[config.mk]
export PLATFORM = sky130hd
export DESIGN_NAME = mem_line_ctrl_flat
export DESIGN_NICKNAME = d
export VERILOG_FILES = /design/src/rtl/mem_line_ctrl_if.sv /design/src/rtl/mem_line_ctrl.sv /design/src/flat_wrapper.sv
export SDC_FILE = /design/constraint.sdc
export NUM_CORES = 1
export LEC_CHECK = 0
export BUFFER_PORTS_ARGS = -buffer_cell sky130_fd_sc_hd__buf_2
export CORE_MARGIN = 2
export CORE_UTILIZATION = 45
export CTS_BUF_LIST = sky130_fd_sc_hd__clkbuf_4
export CTS_CLUSTER_DIAMETER = 100
export DETAILED_ROUTE_END_ITERATION = 10
export PLACE_DENSITY = 0.86
export SLEW_MARGIN = 40
export SYNTH_ARGS = -nofsm -noshare
export SYNTH_HDL_FRONTEND = slang
export SYNTH_SLANG_ARGS = --single-unit
export TNS_END_PERCENT = 20
[constraint.sdc]
create_clock -name clk -period 3.5 [get_ports clk]
set_input_delay 0.7 -clock clk [delete_from_list [all_inputs] [get_ports clk]]
set_output_delay 0.7 -clock clk [all_outputs]
set_load 0.05 [all_outputs]
[src/rtl/mem_line_ctrl_if.sv]
// Word-wide memory port: request/address/write-data toward memory, read-data and
// a one-cycle completion pulse back from it.
interface mem_line_ctrl_if;
  logic        mem_re;
  logic        mem_we;
  logic [31:0] mem_a;
  logic [31:0] mem_wd;
  logic [31:0] mem_rd;
  logic        mem_valid;

  modport master (
    output mem_re, mem_we, mem_a, mem_wd,
    input  mem_rd, mem_valid
  );

  modport slave (
    input  mem_re, mem_we, mem_a, mem_wd,
    output mem_rd, mem_valid
  );
endinterface

[src/rtl/mem_line_ctrl.sv]
// Cache miss line mover: optional dirty-victim writeback, then fill, one word per memory handshake.
// Request, address and data are held until mem_valid; done pulses one cycle after the last fill word.
module mem_line_ctrl #(
  parameter  int blocksize = 4,
  localparam int IB        = $clog2(blocksize)
) (
  input  logic          clk,
  input  logic          reset,
  input  logic          start,
  input  logic          dirty,
  input  logic [31:0]   wb_addr,
  input  logic [31:0]   fill_addr,
  input  logic [31:0]   wb_word,
  output logic [IB-1:0] word_idx,
  output logic          fill_we,
  output logic [31:0]   fill_data,
  output logic          busy,
  output logic          done,
  mem_line_ctrl_if.master mem
);

  localparam int BW = 32 - IB - 2;

  typedef enum logic [1:0] {
    IDLE = 2'd0,
    WB   = 2'd1,
    FILL = 2'd2,
    DONE = 2'd3
  } state_t;

  state_t        state_q, state_d;
  logic [IB-1:0] idx_q, idx_d;
  logic [BW-1:0] wb_base_q, wb_base_d;
  logic [BW-1:0] fill_base_q, fill_base_d;
  logic          last_word;

  // Word-offset bits of the line addresses are implied by idx.
  logic unused_addr_bits;
  assign unused_addr_bits = ^{wb_addr[IB+1:0], fill_addr[IB+1:0]};

  assign last_word = (idx_q == IB'(blocksize - 1));
  assign word_idx  = idx_q;

  always_ff @(posedge clk or negedge reset) begin
    if (!reset) begin
      state_q     <= IDLE;
      idx_q       <= '0;
      wb_base_q   <= '0;
      fill_base_q <= '0;
    end else begin
      state_q     <= state_d;
      idx_q       <= idx_d;
      wb_base_q   <= wb_base_d;
      fill_base_q <= fill_base_d;
    end
  end

  always_comb begin
    state_d     = state_q;
    idx_d       = idx_q;
    wb_base_d   = wb_base_q;
    fill_base_d = fill_base_q;
    mem.mem_re  = 1'b0;
    mem.mem_we  = 1'b0;
    mem.mem_a   = '0;
    mem.mem_wd  = '0;
    fill_we     = 1'b0;
    fill_data   = mem.mem_rd;
    done        = 1'b0;
    busy        = (state_q != IDLE);

    case (state_q)
      IDLE: begin
        if (start) begin
          wb_base_d   = wb_addr[31:IB+2];
          fill_base_d = fill_addr[31:IB+2];
          idx_d       = '0;
          state_d     = dirty ? WB : FILL;
        end
      end

      WB: begin
        mem.mem_we = 1'b1;
        mem.mem_a  = {wb_base_q, idx_q, 2'b00};
        mem.mem_wd = wb_word;
        if (mem.mem_valid) begin
          idx_d = last_word ? '0 : idx_q + IB'(1);
          if (last_word) state_d = FILL;
        end
      end

      FILL: begin
        mem.mem_re = 1'b1;
        mem.mem_a  = {fill_base_q, idx_q, 2'b00};
        fill_we    = mem.mem_valid;
        if (mem.mem_valid) begin
          idx_d = last_word ? '0 : idx_q + IB'(1);
          if (last_word) state_d = DONE;
        end
      end

      DONE: begin
        done    = 1'b1;
        state_d = IDLE;
      end

      default: state_d = IDLE;
    endcase
  end

endmodule
[src/flat_wrapper.sv]
// flat-port wrapper written by rule: the top's interface ports become plain ports
module mem_line_ctrl_flat 
#(
  parameter  int blocksize = 4,
  localparam int IB        = $clog2(blocksize)
)
  (clk, reset, start, dirty, wb_addr, fill_addr, wb_word, word_idx, fill_we, fill_data, busy, done, mem_mem_re, mem_mem_we, mem_mem_a, mem_mem_wd, mem_mem_rd, mem_mem_valid);
  mem_line_ctrl_if mem_i ();
  input  logic clk;
  input  logic reset;
  input  logic start;
  input  logic dirty;
  input  logic [31:0] wb_addr;
  input  logic [31:0] fill_addr;
  input  logic [31:0] wb_word;
  output logic [IB-1:0] word_idx;
  output logic fill_we;
  output logic [31:0] fill_data;
  output logic busy;
  output logic done;
  output wire logic [$bits(mem_i.mem_re)-1:0] mem_mem_re;
  output wire logic [$bits(mem_i.mem_we)-1:0] mem_mem_we;
  output wire logic [$bits(mem_i.mem_a)-1:0] mem_mem_a;
  output wire logic [$bits(mem_i.mem_wd)-1:0] mem_mem_wd;
  input wire logic [$bits(mem_i.mem_rd)-1:0] mem_mem_rd;
  input wire logic [$bits(mem_i.mem_valid)-1:0] mem_mem_valid;
  assign mem_mem_re = mem_i.mem_re;
  assign mem_mem_we = mem_i.mem_we;
  assign mem_mem_a = mem_i.mem_a;
  assign mem_mem_wd = mem_i.mem_wd;
  assign mem_i.mem_rd = mem_mem_rd;
  assign mem_i.mem_valid = mem_mem_valid;
  mem_line_ctrl #(.blocksize(blocksize)) u_core (.clk(clk), .reset(reset), .start(start), .dirty(dirty), .wb_addr(wb_addr), .fill_addr(fill_addr), .wb_word(wb_word), .word_idx(word_idx), .fill_we(fill_we), .fill_data(fill_data), .busy(busy), .done(done), .mem(mem_i));
endmodule
# ---- Yosys cells after proc, flatten, opt, wreduce, memory -nomap -nowiden
# Cells that the tools add are included.
# Widths: inputs -> output; s select.
dict set report word_totals {
  register_bits 60
  inputBits 133
  output_inout_bits 103
  word_cells 39
}
dict set report classes {
  add_sub_neg 1
  n_eq_ne 10
  n_mux 17
  n_reduce_logical 7
}
# operator n
set ops {}
lappend ops {{$pmux 32 s2} 1}
lappend ops {{$mux 32} 1}
lappend ops {{$mux 2} 9}
lappend ops {{$pmux 2 s4} 1}
lappend ops {{$eq 2x2->1 const B} 3}
lappend ops {{$ne 2x1->1 const B} 3}
lappend ops {{$ne 2x2->1 const B} 3}
lappend ops {{$reduce_and 5->1} 1}
lappend ops {{$mux 1} 4}
lappend ops {{$pmux 2 s2} 1}
lappend ops {{$reduce_bool 2->1} 2}
lappend ops {{$reduce_and 3->1} 1}
lappend ops {{$add 2x1->2 const B} 1}
lappend ops {{$eq 2x1->1 const B} 1}
lappend ops {{$logic_not 2->1} 1}
lappend ops {{$reduce_and 2->1} 1}
lappend ops {{$reduce_or 2->1} 1}

# ---- Longest topological paths before layout
dict set report logic_depth {
  depth_word 4
  depth_mapped 6
  depth_no_buf 5
}

# ---- Worst setup path before layout
# OpenSTA, ideal clock, no wires.
dict set report synth_timing {
  kind {reg-to-output}
  start {reg u_core.state_q[0]}
  end {out mem_mem_a[15]}
  t_arrival_ps 2220
  required_ps 2800
  path_slack_ps 580
  stages_incl_launch_ff 6
  n_path_buf 1
  path_cell_list {dfrtp_1 inv_1 ha_1 buf_1 a22oi_1 nor2b_1}
}
dict set report synth_between {
  elab_chain_cells 2
  elab_cells_between_ends 3
  classes_between {eq/ne: 2; mux: 1}
}
# element line
set synth_rtl {}
lappend synth_rtl {{start: declaration} mem_line_ctrl.sv:31} ;# state_t state_q, state_d;
lappend synth_rtl {{start signal: assignment} mem_line_ctrl.sv:51} ;# state_q <= state_d;
lappend synth_rtl {{$eq 2x2->1 or $eq 2x1->1 (tied branches)} mem_line_ctrl.sv:72} ;# case (state_q)
lappend synth_rtl {{$pmux 32 s2 (*)} mem_line_ctrl.sv:72}
lappend synth_rtl {{end: declaration} flat_wrapper.sv:23} ;# output wire logic [$bits(mem_i.mem_a)-1:0] mem_mem_a;
# Every way passes the cells marked *; elsewhere a longest branch is shown, timed or not.

# ---- Final worst setup path
dict set report layout_timing {
  start {reg u_core.state_q[1]}
  end {out mem_mem_a[8]}
}
# Same word-level chain as after synthesis.

==> run metrics <==
outcome=completed; largest family of logic cells by synthesized area=multiplexers; crit path DAT=2340 ps; Post-Syn Area=3510 µm²; root buf cell=clkbuf_4; Worst Hold Slack=277 ps; final WL=8540 µm; setup_tns=0 ps; Synth Area in Compound Gates=8.17%; Placed Area=4140 µm²; Slew @ Worst Pin=570 ps; CP Class=reg2out; sw frac=50.4%; Max VDD drop=0.665 mV; critical path startpoint category=flop; GPL Wtd Cong=0.799; Initial Utilization=45.8%; number of synthesized register bits=60; CP endpoint kind=primary output; Net Switching=2.49 mW; multi-input logic area=1650 µm²; fill count=670; antenna violations before repair=0; first-pass GRT wire length=13100 µm; Pwr Total=4.94 mW; post-synthesis sequential area ratio=42.8%; critical-path maximum fanout=37; initial drt markers=127; vias in the first global route=2689; Layout Skew=16.1 ps; Internal=2.45 mW; syn avg cell area=12.0 µm²; via count of the routed design=2623; Worst slew margin=62.0%; most frequent cells in the layout=buf_2, dfrtp_1, mux2_4; Worst-path clk slew=100 ps; clk_lat worst skew=390 ps; Num Clock Sinks=60; dpl hpwl=6250 µm; share of layout cells above drive strength 1=57.0%; final hold violations=0; port buffer count=161; commonest non-fill, non-tap cell in the layout=buf_2; Post CTS Setup Buffer Count=0; Num CTS Buffers=9; multiplexer share of the synthesized area=22.3%; power share of the clock group=9.7%; fmax=329 MHz; die area=8510 µm²; CTS H-Tree Depth=3; num rows=32; Final setup viols=0; WP data required=2800 ps; design area=4280 µm²; Hold Path Class=in2async; Antenna Nets Post-Route=0; I/O pins=236; nets@finish=557; Synth Area in Simple Gates=13.0%; CP peak stage delay=540 ps; Seq. cell area=1500 µm²; post-synthesis adder-cell area fraction=2.86%; hold buffers post-CTS=0; CP max stage cell=ha_2; CTS resizes=0; n_diodes=0; RSZ-0062 raised after global routing=false; drt wl/cell=16.3 µm; Core Footprint=7650 µm²; Die H=92.3 µm; gr usage total=19.8%; Distinct cells, synth=28; drt via density=5.02; Final Cycle Share=86.9%; worst path cell trace=inv_1 > ha_2 > buf_12 > a22oi_1 > nor2b_1 > buf_2; synth warn=0; total grt overflow=0; XOR/XNOR Fraction of Synth Area=0%; post-layout utilization of the core=55.9%; minimum clock period after layout=3040 ps; DRC Markers=0; CTS Buffer Depth=2; max_cap viols=0; Final Max Slew Viols=0; Logic pwr share=64.5%; part of the power in registers=25.8%; Pre-antenna DRT Iters=4; leakage=2.33 nW; Die X=92.3 µm; Post-Syn Instances=292; area growth from synthesis to layout=22.0%; largest net degree at the start of global routing=57; PwrDens=1160 nW/µm²; TritonCTS clock tree=built
## critical path, delay by kind of cell (launching register included)
kind | cells | cell delay, ps
buffers and inverters | 3 | 710
adder cells (fa/ha/maj) | 1 | 540
flip-flops | 1 | 430
AND/OR/NAND/NOR | 1 | 180
AO/OA/AOI/OAI | 1 | 100
## metrics by stage
step	cells	worst slack, ps
3_3_place_gp	507	791
4_1_cts	523	447
3_5_place_dp	507	882
2_1_floorplan	293	580
6_report	523	459
5_1_grt	523	239
## power groups by stage
| stage | combinational, mW | clock (mW) | sequential (mW) |
|---|---|---|---|
| global placement | 3.15 | 0 | 1.25 |
| floorplan | 2.64 | 0 | 1.24 |
| global route | 3.38 | 0.530 | 1.31 |
| finish | 3.19 | 0.481 | 1.27 |
| detailed placement | 3.20 | 0 | 1.27 |
| CTS | 3.21 | 0.490 | 1.27 |
## layer usage
metal / up-vias / wire length [µm] / global-route usage [%]
li1: 1215 / - / -
met1: 1275 / 3400 / 24.9
met2: 116 / 4340 / 31.9
met3: 17 / 661 / 6.41
met4: 0 / 138 / 7.21
met5: - / 0 / 0
## Yosys cell counts
| cell type | instances | share of area (%) |
|---|---|---|
| nand4_1 | 1 | 0.18 |
| o31ai_1 | 1 | 0.21 |
| dfrtp_1 | 60 | 43 |
| o31a_1 | 1 | 0.25 |
| o211a_1 | 2 | 0.57 |
| nand4b_1 | 1 | 0.25 |
| buf_1 | 1 | 0.11 |
| buf_4 | 34 | 7.3 |
| nor2_1 | 2 | 0.21 |
| nand2b_1 | 1 | 0.18 |
| mux2_2 | 16 | 5.1 |
| nor3b_1 | 1 | 0.21 |
| and2_1 | 33 | 5.9 |
| o21bai_1 | 2 | 0.43 |
| nand2_1 | 3 | 0.32 |
| clkbuf_1 | 10 | 1.1 |
| ha_1 | 8 | 2.9 |
| mux2_4 | 40 | 17 |
| buf_6 | 5 | 1.6 |
| a22oi_1 | 28 | 6.0 |
| o22ai_1 | 1 | 0.18 |
| nor2b_1 | 31 | 5.5 |
| and3_1 | 1 | 0.18 |
| o22a_1 | 1 | 0.25 |
| conb_1 | 1 | 0.11 |
| buf_2 | 3 | 0.43 |
| a41o_1 | 1 | 0.29 |
| inv_1 | 3 | 0.32 |
## worst paths after layout
path / startpoint / to / slack (ps) / cells past startpoint
setup / recovery: u_core.state_q[1]$_DFFE_PN0P_ / mem_mem_a[8] / 460 / 6
hold / removal: reset / u_core.wb_base_q[19]$_DFFE_PN0P_ / 280 / 1
setup reg to reg: u_core.state_q[1]$_DFFE_PN0P_ / u_core.word_idx[1]$_DFFE_PN0P_ / 1670 / 5
hold reg to reg: u_core.wb_base_q[25]$_DFFE_PN0P_ / u_core.wb_base_q[25]$_DFFE_PN0P_ / 510 / 1
max in group asynchronous: reset / u_core.fill_base_q[16]$_DFFE_PN0P_ / 2570 / 2
min in group clk: u_core.wb_base_q[25]$_DFFE_PN0P_ / u_core.wb_base_q[25]$_DFFE_PN0P_ / 510 / 1
## sequential cells by signal (all words and copies together) (netlist names)
signal	cells
u_core.wb_base_q	28
u_core.state_q	2
u_core.fill_base_q	28
u_core.word_idx	2
## area by class of cell
cell class,count,area share [%]
clock inverters,5,1.23
clock buffers,11,1.93
multi-input cells,177,38.6
inverters,3,0.263
flip-flops and latches,60,35.1
well taps,102,2.98
repair buffers,165,19.9
## cells by family (layout without fill, tap and decap cells)
kind of cell	Yosys count	count (layout)
buffers and inverters	56	184
AOI/OAI and AO/OA	37	37
other	1	2
adders and majority gates	8	8
DFF	60	60
muxes	56	56
and+or+nand+nor	74	74
(Power assumes the default switching activity.)
